[config.mk]
export PLATFORM = sky130hd
export DESIGN_NAME = elevator_scheduler
export DESIGN_NICKNAME = d
export VERILOG_FILES = /design/src/rtl/elevator_scheduler.sv
export SDC_FILE = /design/constraint.sdc
export NUM_CORES = 1
export LEC_CHECK = 0
export ABC_CLOCK_PERIOD_IN_PS = 3700
export CORE_ASPECT_RATIO = 1.25
export CORE_MARGIN = 3
export CORE_UTILIZATION = 56
export CTS_CLUSTER_DIAMETER = 40
export DETAILED_ROUTE_END_ITERATION = 6
export PLACE_DENSITY_LB_ADDON = 0.25
export SLEW_MARGIN = 20
export SYNTH_ARGS = -nofsm -noshare
export SYNTH_HDL_FRONTEND = slang
export SYNTH_SLANG_ARGS = --single-unit
export TNS_END_PERCENT = 50
[constraint.sdc]
create_clock -name clk -period 3.7 [get_ports clk]
set_clock_uncertainty 0.15 [all_clocks]
set_input_delay 0.555 -clock clk [delete_from_list [all_inputs] [get_ports clk]]
set_output_delay 0.555 -clock clk [all_outputs]
set_load 0.01 [all_outputs]
[src/rtl/elevator_scheduler.sv]
// SCAN elevator car scheduler: latches floor requests, picks targets,
// and times travel and door dwell on display frame boundaries.
module elevator_scheduler #(
  parameter int NUM_FLOORS         = 8,
  parameter int FLOOR_TRAVEL_TICKS = 60,
  parameter int DOOR_OPEN_TICKS    = 120
) (
  input  logic                          clk,
  input  logic                          reset,
  input  logic [NUM_FLOORS-1:0]         floor_req,
  input  logic                          frame_tick,
  output logic [NUM_FLOORS-1:0]         destination,
  output logic [1:0]                    sim_state,
  output logic [$clog2(NUM_FLOORS)-1:0] current_floor,
  output logic [NUM_FLOORS-1:0]         pending,
  output logic                          arrived
);

  localparam int FW = $clog2(NUM_FLOORS);
  localparam int MW = (FLOOR_TRAVEL_TICKS > 1) ? $clog2(FLOOR_TRAVEL_TICKS) : 1;
  localparam int DW = (DOOR_OPEN_TICKS > 1) ? $clog2(DOOR_OPEN_TICKS) : 1;

  localparam logic [1:0] S_IDLE  = 2'b00;
  localparam logic [1:0] S_UP    = 2'b01;
  localparam logic [1:0] S_DOWN  = 2'b10;
  localparam logic [1:0] S_DOORS = 2'b11;

  localparam logic [MW-1:0] MOVE_LAST = MW'(FLOOR_TRAVEL_TICKS - 1);
  localparam logic [DW-1:0] DOOR_LAST = DW'(DOOR_OPEN_TICKS - 1);

  logic [1:0]            state_q, state_d;
  logic [FW-1:0]         cur_q, cur_d;
  logic [NUM_FLOORS-1:0] pend_q, pend_d;
  logic [NUM_FLOORS-1:0] dest_q, dest_d;
  logic                  dir_q, dir_d;
  logic [MW-1:0]         mc_q, mc_d;
  logic [DW-1:0]         dc_q, dc_d;
  logic                  arr_q, arr_d;

  logic                  has_up, has_dn;
  logic [FW-1:0]         up_t, dn_t;
  logic                  tgt_ok, tgt_up;
  logic [FW-1:0]         tgt_f;
  logic [NUM_FLOORS-1:0] clr;

  // Nearest pending floor strictly above and strictly below the car.
  always_comb begin
    has_up = 1'b0;
    up_t   = '0;
    has_dn = 1'b0;
    dn_t   = '0;
    for (int i = NUM_FLOORS - 1; i >= 0; i--) begin
      if (pend_q[i] && (FW'(i) > cur_q)) begin
        has_up = 1'b1;
        up_t   = FW'(i);
      end
    end
    for (int i = 0; i < NUM_FLOORS; i++) begin
      if (pend_q[i] && (FW'(i) < cur_q)) begin
        has_dn = 1'b1;
        dn_t   = FW'(i);
      end
    end
  end

  always_comb begin
    tgt_ok = 1'b0;
    tgt_up = dir_q;
    tgt_f  = '0;
    if (dir_q) begin
      if (has_up) begin
        tgt_ok = 1'b1;
        tgt_up = 1'b1;
        tgt_f  = up_t;
      end else if (has_dn) begin
        tgt_ok = 1'b1;
        tgt_up = 1'b0;
        tgt_f  = dn_t;
      end
    end else begin
      if (has_dn) begin
        tgt_ok = 1'b1;
        tgt_up = 1'b0;
        tgt_f  = dn_t;
      end else if (has_up) begin
        tgt_ok = 1'b1;
        tgt_up = 1'b1;
        tgt_f  = up_t;
      end
    end
  end

  always_comb begin
    state_d = state_q;
    cur_d   = cur_q;
    dir_d   = dir_q;
    mc_d    = mc_q;
    dc_d    = dc_q;
    dest_d  = dest_q;
    arr_d   = 1'b0;
    if (frame_tick) begin
      dest_d = tgt_ok ? (NUM_FLOORS'(1) << tgt_f) : '0;
      unique case (state_q)
        S_IDLE: begin
          if (pend_q[cur_q]) begin
            state_d = S_DOORS;
            dc_d    = '0;
            arr_d   = 1'b1;
          end else if (tgt_ok) begin
            state_d = tgt_up ? S_UP : S_DOWN;
            dir_d   = tgt_up;
            mc_d    = '0;
          end
        end
        S_UP, S_DOWN: begin
          if (mc_q == MOVE_LAST) begin
            mc_d  = '0;
            cur_d = (state_q == S_UP) ? cur_q + FW'(1) : cur_q - FW'(1);
            if (pend_q[cur_d]) begin
              state_d = S_DOORS;
              dc_d    = '0;
              arr_d   = 1'b1;
            end
          end else begin
            mc_d = mc_q + MW'(1);
          end
        end
        default: begin
          if (dc_q == DOOR_LAST) begin
            if (tgt_ok) begin
              state_d = tgt_up ? S_UP : S_DOWN;
              dir_d   = tgt_up;
              mc_d    = '0;
            end else begin
              state_d = S_IDLE;
            end
          end else begin
            dc_d = dc_q + DW'(1);
          end
        end
      endcase
    end
    // A fresh call for this floor holds the doors open, tick or not.
    if (state_q == S_DOORS && floor_req[cur_q]) begin
      state_d = S_DOORS;
      dir_d   = dir_q;
      dc_d    = '0;
    end
  end

  always_comb begin
    clr    = (state_d == S_DOORS) ? (NUM_FLOORS'(1) << cur_d) : '0;
    pend_d = (pend_q | floor_req) & ~clr;
  end

  always_ff @(posedge clk) begin
    if (reset) begin
      state_q <= S_IDLE;
      cur_q   <= '0;
      pend_q  <= '0;
      dest_q  <= '0;
      dir_q   <= 1'b1;
      mc_q    <= '0;
      dc_q    <= '0;
      arr_q   <= 1'b0;
    end else begin
      state_q <= state_d;
      cur_q   <= cur_d;
      pend_q  <= pend_d;
      dest_q  <= dest_d;
      dir_q   <= dir_d;
      mc_q    <= mc_d;
      dc_q    <= dc_d;
      arr_q   <= arr_d;
    end
  end

  assign destination   = dest_q;
  assign sim_state     = state_q;
  assign current_floor = cur_q;
  assign pending       = pend_q;
  assign arrived       = arr_q;

endmodule

==> results of run 1 <==
-- power groups by stage --
stage	clock, mW	sequential, mW	combinational [mW]
after global placement	0	0.440	0.223
after floorplan	0	0.434	0.156
after detailed placement	0	0.440	0.227
final	0.281	0.432	0.230
after global routing	0.302	0.435	0.253
after CTS	0.283	0.431	0.228
-- worst max-delay path: stages (launching register included) --
cell and delay, ns:
dfxtp_1 0.67, inv_1 0.28, ha_1 0.31, xnor2_1 0.24, o211ai_1 0.14, nand3_1 0.12, a211oi_1 0.10, a31oi_1 0.29
nand4b_1 0.45, nor2b_1 0.29
-- through the flow --
| step | util, % | hold WS (ns) | cells | power [mW] |
|---|---|---|---|---|
| finish | 67.8 | 0.299 | 394 | 0.942 |
| global route | 67.8 | 0.322 | 394 | 0.990 |
| global placement | 65.9 | 0.284 | 386 | 0.663 |
| floorplan | - | 0.299 | 306 | 0.591 |
| detailed placement | 65.9 | 0.295 | 386 | 0.666 |
| CTS | 67.8 | 0.304 | 394 | 0.942 |
-- flip-flops by register name (all words and copies together) (netlist names) --
register,cells
arrived,1
current_floor,3
dc_q,7
destination,8
dir_q,1
mc_q,6
pending,8
sim_state,2
-- cells in the final DEF (no fill, tap or decap), types with 8 or more instances in the layout --
cell type,instances
dfxtp_1,36
nor2_1,26
o211ai_1,8
nand2_1,23
nor2b_1,8
mux2i_1,8
o21ai_0,12
inv_1,9
a31oi_1,15
nand3_1,9
clkdlybuf4s50_1,32
ha_1,12
o21bai_1,10
a21oi_1,15
-- kinds of logic after synthesis --
group | after synthesis | share of synthesized area (%)
xor gates and xnor gates | 12 | 4.03
adders and majority gates | 12 | 5.76
and+or+nand+nor | 107 | 21.7
DFF | 36 | 27.7
buffers and inverters | 24 | 4.85
muxes | 12 | 5.95
AOI/OAI and AO/OA | 103 | 30.0
-- routing by layer --
| layer | vias up | GRT usage [%] | part of all wire [%] |
|---|---|---|---|
| li1 | 1212 | - | - |
| met1 | 1163 | 30.0 | 42 |
| met2 | 92 | 44.6 | 50 |
| met3 | 12 | 4.87 | 5.5 |
| met4 | 0 | 8.11 | 1.7 |
| met5 | - | 0 | 0 |
-- worst max path at each step --
stage	to	slack [ns]	cells after the start	startpoint
global route	pending[1]$_SDFF_PP0_	0.36	9	current_floor[0]$_SDFF_PP0_
finish	sim_state[0]$_SDFF_PP0_	0.56	9	current_floor[0]$_SDFF_PP0_
floorplan	destination[0]$_SDFFE_PP0P_	0.97	11	current_floor[0]$_SDFF_PP0_
global placement	destination[3]$_SDFFE_PP0P_	0.76	9	current_floor[0]$_SDFF_PP0_
detailed placement	pending[1]$_SDFF_PP0_	0.65	9	current_floor[0]$_SDFF_PP0_
CTS	pending[1]$_SDFF_PP0_	0.61	9	current_floor[0]$_SDFF_PP0_
-- area by class of cell --
class / count / area, µm² / area share (%)
clock buffers: 7 / 76.3 / 2.52
clock inverters: 1 / 8.76 / 0.289
inverters: 10 / 37.5 / 1.24
multi-input cells: 246 / 1760 / 58.1
flip-flops and latches: 36 / 721 / 23.8
well taps: 58 / 72.6 / 2.40
repair buffers: 36 / 350 / 11.6
==> results.toml, run 1 <==
[outcome]
status = "finished, final reports clean"

[worst_hold_path]
hp-class = "register to register"
hp-start = "destination[1]$_SDFFE_PP0P_"
holdPathStages = 2
hold_end = "destination[1]$_SDFFE_PP0P_"

[sta]
tns_ns = 0
setup_viol = 0
worst_pin_slew_ns = 0.705
post-route-period-util_pct = 84.9
drv_slew = 0
rsz0062_at_grt = "no"
slew_headroom_pct = 52.5
fin_crit_ns = 3.14
max_freq_ghz = 0.318
layout_setup_ws_ns = 0.558
hold_viol = 0

[floorplan]
dieWidth_um = 67.0
placementRows = 27
ioPinCount = 33
start_util_pct = 58.4
core_area_mm2 = 0.00446
die_area_mm2 = 0.00551
dieHeight_um = 82.3

[clocking]
cts_root_buffer = "clkbuf_8"
cts_buffers = 5
tritoncts = "done"
clock_latency_ns = 0.30
cts.sinks = 36
post-cts-setup-buffer-count = 0
clock_path_buffers = 2
cts_resized = 0
htree_levels = 2
clkTransAtPathRegs_ns = 0.07
hold_buffers = 0

[final_layout]
syn_to_final_growth_pct = 16.1
num-fill-cells = 372
diodes = 0
nNetsFinal = 358
final_area_mm2 = 0.00303
drive_gt1_share_pct = 8.33

[setup_path]
r2r-end = "sim_state[0]$_SDFF_PP0_"
rr_worst_depth = 9
worstPathMaxFanout = 13
criticalPathCategory = "register to register"
r2r_slack_ns = 0.56
startpoint_type = "register"
worst_setup_path_end_kind = "register"
crit_arrival_ns = 3.18
cp_data_required_time_ns = 3.73
r2r_start = "current_floor[0]$_SDFF_PP0_"

[power_and_ir_drop]
power_leakage_nw = 1.13
seq_power_share_pct = 45.8
internal_power_mw = 0.642
power_density_mw_per_mm2 = 311
p_comb_share_pct = 24.4
switchingPower_mw = 0.300
switching_share_pct = 31.8
peakVddDrop_mv = 0.267
clock_power_share_pct = 29.8

[routing]
vias = 2479
drtPass1Iterations = 5
avgViaCountPerCell = 6.29
wl_per_cell_um = 16.3
routed_wl_um = 6420
drt_iter0_drc = 108
ant_nets = 0
drc = 0

[synth]
yosys.area.top_type = "dfxtp_1"
synth.distinct_cells = 66
synthTopCellsByCount = "dfxtp_1 (36), nor2_1 (26), nand2_1 (23), a21oi_1 (15), a31oi_1 (15)"
syn_nets = 329
synth_seq_cells = 36
synth_ff_type = "dfxtp_1"
syn_area_mm2 = 0.00261
synthCells = 306
async_flop_share_pct = 0
ys_seq_area_share_pct = 27.7
synthTopCellsByArea = "dfxtp_1 (28%), ha_1 (5.8%), nor2_1 (3.7%)"
synth_warnings = 0
synth_most_common_cell = "dfxtp_1"
synth_edf_count = 0
synth_top_area_share_pct = 27.7
avgSynthCellArea_um2 = 8.52

[placed_design]
port_buffers = 32
dp_hpwl_um = 4730
placed_area_mm2 = 0.00294
gp_congestion = 0.896
pre_cts_ws_ns = 0.647

[global_route]
grt-ovfl-total = 0
antenna_found_initial = 0
grt_pass1_wl_um = 10600
grt.total_usage_pct = 25.1
grt_pass1_vias = 2336
grt_max_degree = 25

[flow_run]
maxCapViolCount = 0
Power figures use the tool's default switching activity.
==> inputs of run 2 (changes only) <==
--- a/config.mk
+++ b/config.mk
@@ -5,7 +5,7 @@
 export SDC_FILE = /design/constraint.sdc
 export NUM_CORES = 1
 export LEC_CHECK = 0
-export ABC_CLOCK_PERIOD_IN_PS = 3700
+export ABC_CLOCK_PERIOD_IN_PS = 3100
 export CORE_ASPECT_RATIO = 1.25
 export CORE_MARGIN = 3
 export CORE_UTILIZATION = 56
==> constraint.sdc (replaced) <==
create_clock -name clk -period 3.1 [get_ports clk]
set_clock_uncertainty 0.15 [all_clocks]
set_input_delay 0.465 -clock clk [delete_from_list [all_inputs] [get_ports clk]]
set_output_delay 0.465 -clock clk [all_outputs]
set_load 0.01 [all_outputs]
==> run 2 against run 1 <==
Compared with the run above:
- sequential cell count unchanged
- final cell count up 0.51%
- critical path depth unchanged
- largest power group unchanged
- routed wire length down 1.2%
- combinational power up 20%
- worst hold slack better by 0.0055 ns
==> results.toml, run 2 (same netlist as run 1, synthesis figures left out) <==
[outcome]
status = "finished, final reports clean"

[routing]
dr.max_layer_used = "met4"
wl_per_cell_um = 16.0
wl_met1_um = 2800
drt_iter0_drc = 182
avgViaCountPerCell = 6.17
drtPass1Iterations = 4
vias = 2445
wl_met3_um = 339
met2WireLength_um = 3040
ant_nets = 0
routed_wl_um = 6340
drc = 0

[worst_hold_path]
hp-class = "register to register"

[setup_path]
worst_setup_path_end_kind = "register"
criticalPathCategory = "register to register"
crit_arrival_ns = 2.82
startpoint_type = "register"
cp_data_required_time_ns = 3.18
worstPathMaxFanout = 6

[floorplan]
placementRows = 27
core_area_mm2 = 0.00446
ioPinCount = 33
dieHeight_um = 82.3
dieWidth_um = 67.0
start_util_pct = 58.4
die_area_mm2 = 0.00551

[power_and_ir_drop]
switching_share_pct = 32.2
p_comb_share_pct = 24.3
power_leakage_nw = 1.14
internal_power_mw = 0.767
power_density_mw_per_mm2 = 372
seq_power_share_pct = 45.7
total_power_mw = 1.13
peakVddDrop_mv = 0.259
clock_power_share_pct = 30.0
switchingPower_mw = 0.363

[flow_run]
maxCapViolCount = 0

[sta]
fin_crit_ns = 2.74
worst_pin_slew_ns = 0.659
tns_ns = 0
hold_viol = 0
slew_headroom_pct = 55.6
layout_setup_ws_ns = 0.355
drv_slew = 0
max_freq_ghz = 0.364
setup_viol = 0
post-route-period-util_pct = 88.5
rsz0062_at_grt = "no"

[final_layout]
drive_gt1_share_pct = 8.88
syn_to_final_growth_pct = 16.7
final_common_cell = "dfxtp_1"
diodes = 0
final_cells = 396
final_area_mm2 = 0.00304
num-fill-cells = 385
mostFrequentLayoutCells = "dfxtp_1 (36), clkdlybuf4s50_1 (32), nor2_1 (26), nand2_1 (23)"
nNetsFinal = 360

[global_route]
grt_pass1_wl_um = 11000
grt_max_degree = 24
grt-ovfl-total = 0
antenna_found_initial = 0
grt_pass1_vias = 2333
grt.total_usage_pct = 25.9

[clocking]
clock_latency_ns = 0.30
cts_resized = 0
cts.sinks = 36
cts_root_buffer = "clkbuf_8"
post-cts-setup-buffer-count = 0
cts_buffers = 5
htree_levels = 2
tritoncts = "done"
clock_path_buffers = 2
hold_buffers = 0
clkTransAtPathRegs_ns = 0.08

[placed_design]
pre_cts_ws_ns = 0.371
port_buffers = 32
placed_area_mm2 = 0.00296
gp_congestion = 0.917
dp_hpwl_um = 4770
numPlacedInstances = 388
==> run 2: through the flow <==
stage	hold slack [ns]	utilization, %
detailed placement	0.296	66.3
floorplan	0.299	-
CTS	0.307	68.2
finish	0.305	68.2
global placement	0.285	66.3
global route	0.328	68.2
==> run 2: layer usage <==
metal,up-vias,track usage (%)
met5,-,0
met4,0,11.4
met3,15,5.14
met2,77,42.4
met1,1137,32.8
li1,1216,-
==> run 2: critical path, stage by stage (launching register included) <==
cell	delay, ns
dfxtp_1	0.45
inv_1	0.17
ha_1	0.25
nand2b_1	0.10
a21oi_2	0.07
o21ai_1	0.39
o21ai_2	0.18
a32oi_4	0.26
or4b_1	0.49
o21ai_1	0.16
==> run 2: final cells by class <==
class                           count  area [µm²]  area share, %
Timing Repair Buffer               38         365           12.0
Clock inverter                      1        8.76          0.288
Tap cell                           58        72.6           2.39
Inverter                           10        37.5           1.23
Clock buffer                        7        76.3           2.51
Multi-Input combinational cell    246        1760           57.9
Sequential cell                    36         721           23.7
==> run 2: path summary, 6_finish.rpt <==
| check | from | slack (ns) | cells past startpoint | end |
|---|---|---|---|---|
| worst max-delay path | current_floor[1]$_SDFF_PP0_ | 0.36 | 9 | destination[0]$_SDFFE_PP0P_ |
| worst min-delay path | destination[1]$_SDFFE_PP0P_ | 0.30 | 2 | destination[1]$_SDFFE_PP0P_ |
| worst max register to register | current_floor[1]$_SDFF_PP0_ | 0.36 | 9 | destination[0]$_SDFFE_PP0P_ |
| worst min register to register | destination[1]$_SDFFE_PP0P_ | 0.30 | 2 | destination[1]$_SDFFE_PP0P_ |
==> run 2: power by group through the flow <==
stage	registers, mW	logic [mW]	clock network (mW)
2_1_floorplan	0.518	0.187	0
3_3_place_gp	0.525	0.268	0
3_5_place_dp	0.526	0.271	0
4_1_cts	0.515	0.273	0.343
5_1_grt	0.519	0.303	0.367
6_report	0.516	0.275	0.339
==> RTL change (config.mk and constraints of run 1) <==
`DOOR_OPEN_TICKS`: 120 -> 60.
--- a/src/rtl/elevator_scheduler.sv
+++ b/src/rtl/elevator_scheduler.sv
@@ -4,5 +4,5 @@
   parameter int NUM_FLOORS         = 8,
   parameter int FLOOR_TRAVEL_TICKS = 60,
-  parameter int DOOR_OPEN_TICKS    = 120
+  parameter int DOOR_OPEN_TICKS    = 60
 ) (
   input  logic                          clk,
Function: no difference found for any inputs over 10 cycles, from zero or initial values and one cycle with reset high; that may be too few to reach the edited logic, so the function may still have changed.
==> RTL change against run 1 <==
Count of clock-buffer cells in the layout shrank 1. Area after synthesis down 3.3%. Die area fell by 3.0%. Sequential cell count decreased by 1. Routed wire length fell by 1.1%. Setup slack barely moved. Power down 0.32%. Combinational power grew 5%. Design area decreased by 2.4%. Critical path type unchanged. Largest cell class unchanged.
==> RTL change: results (changes against run 1) <==
- The reg-to-reg setup timing slack was 0.56 ns (about the same).
- Sorting the synthesized cells by area gives the leading types as sky130_fd_sc_hd__dfxtp_1, sky130_fd_sc_hd__ha_1, sky130_fd_sc_hd__a21oi_1.
- The CTS buffer count is 5 (unchanged).
- The commonest cells after synthesis are sky130_fd_sc_hd__dfxtp_1, sky130_fd_sc_hd__nand2_1, sky130_fd_sc_hd__nor2_1.
- The wire length of the first global-routing pass is 10600 microns (about the same).
- The number of nets in the layout was 342 (-4.5%).
- The launch point of the critical path is sim_state[1].
- The pin count of the biggest net entering global routing is 25 (unchanged).
- The synthesis warning total is 0 (unchanged).
- In this run the clock root is driven by a sky130_fd_sc_hd__clkbuf_8.
- The depth of the worst register-to-register path is 9 (unchanged).
- The total global-route track usage came to 25.4% (+0.31 points).
- The final HPWL from detailed placement is 4670 microns (-1.2%).
- The share of layout cells above drive strength 1 is 10.6% (+2.3 points).
- The clock slew seen by the registers of the worst setup and hold paths is 0.07 ns (about the same).
- The static leakage power is 1.07 nW (-5.5%).
- The detailed-router iteration count before antenna repair is 4 (-1).
- The portion of the post-synthesis area used by sequential elements is 27.8% (+0.14 points).
- The path with the worst hold slack has its endpoint at destination[2].
- The relative slew slack is 60.8% (+8.4 points).
- The endpoint of the worst-slack reg-to-reg timing path is pending[4].
- The run finished with clean final reports.
- The post-synth net total is 312 (-5.2%).
- The depth of the CTS H-tree was 2 (unchanged).
- The per-cell routed wire length is 16.9 microns (+3.6%).
- The number of distinct standard cells referenced by the synthesized netlist was 68 (+3.0%).
- The clock latency on the worst-skew pair is a little under 0.3 ns.
- The number of antenna violations at the first check in global routing is 0 (unchanged).
- The peak ir drop on the vdd network is 0.208 mV (-22%).
- The largest buffer count on any clock path is 2 (unchanged).
- In this run the most critical hold path is launched from destination[2].
- The antenna diode count is 0 (unchanged).
- The number of global-route vias before repair was 2321 (-0.64%).
- The total via count in the routed design came to 2423 (-2.3%).
- The global placement routability congestion is 0.876 (-2.2%).
- The post-route worst hold slack came to 0.312 ns (+0.0122 ns).
- The number of fill cells in the layout is 324 (-13%).
- The maximum fanout along the worst path is 9 (-4).
- The DRC violation total after the first TritonRoute iteration is 152 (+41%).
[RTL change: cell types whose count changed after synthesis, sizes merged, moves of 6 or more]
cell and delta:
nor4 +6, a22o -6, a31oi -10, a21oi +6
o211ai -6
[RTL change: final cells by class]
type                    count  share of cell area, %
clock buffers               6                   2.46
clock inverters             2                  0.424
inverters                   8                   1.02
multi-input cells         233                   58.1
flip-flops and latches     35                   23.7
well taps                  56                   2.37
repair buffers             36                   11.9
[RTL change: logic make-up after synthesis]
group                      after synthesis  synth area share [%]
and+or+nand+nor                        101                  20.1
AOI/OAI and AO/OA                      100                  30.6
DFF                                     35                  27.8
buffers and inverters                   21                  4.17
muxes                                   12                  8.54
adders and majority gates               12                  5.96
xor gates and xnor gates                 8                  2.78
[RTL change: routing by layer]
layer  wire, microns  global-route usage [%]  share of wire [%]
met1            2730                    29.8                 43
met2            3120                    43.6                 49
met3             275                    4.70                4.3
met4             229                    13.4                3.6
met5               0                       0                  0
[RTL change: worst max path at each step]
stage                       endpoint  depth (start not counted)  slack [ns]
final                     pending[4]                          9        0.56
after global routing      pending[0]                          9        0.31
after CTS                 pending[4]                          9        0.58
after detailed placement  pending[4]                          9        0.61
after global placement    pending[2]                          9        0.65
after floorplan           pending[0]                         10        0.60
[RTL change: critical path: stages, from the launching register on]
cell and delay [ns]:
sky130_fd_sc_hd__dfxtp_1 0.44, sky130_fd_sc_hd__inv_1 0.15, sky130_fd_sc_hd__ha_1 0.25, sky130_fd_sc_hd__xor2_1 0.28, sky130_fd_sc_hd__mux4_2 0.54, sky130_fd_sc_hd__mux2i_1 0.26
sky130_fd_sc_hd__nor2_1 0.12, sky130_fd_sc_hd__a2111oi_4 0.58, sky130_fd_sc_hd__nor4_1 0.12, sky130_fd_sc_hd__a21oi_1 0.18
[RTL change: report_power, final]
| part | leakage (nW) | internal (W) | switching [W] |
|---|---|---|---|
| registers | 0.286 | 0.000394 | 0.0000262 |
| logic | 0.740 | 0.000106 | 0.000135 |
| clock network | 0.0412 | 0.000132 | 0.000146 |
| total | 1.07 | 0.000632 | 0.000308 |
[RTL change: metrics by stage]
stage | setup WS (ns) | util, % | area (sq um) | total power [W] | cells
finish | 0.558 | 70.3 | 2950 | 0.000939 | 376
floorplan | 0.597 | - | 2520 | 0.000588 | 289
detailed placement | 0.613 | 68.3 | 2870 | 0.000667 | 368
global route | 0.306 | 70.3 | 2950 | 0.000988 | 376
CTS | 0.581 | 70.3 | 2950 | 0.000940 | 376
global placement | 0.649 | 68.3 | 2870 | 0.000663 | 368
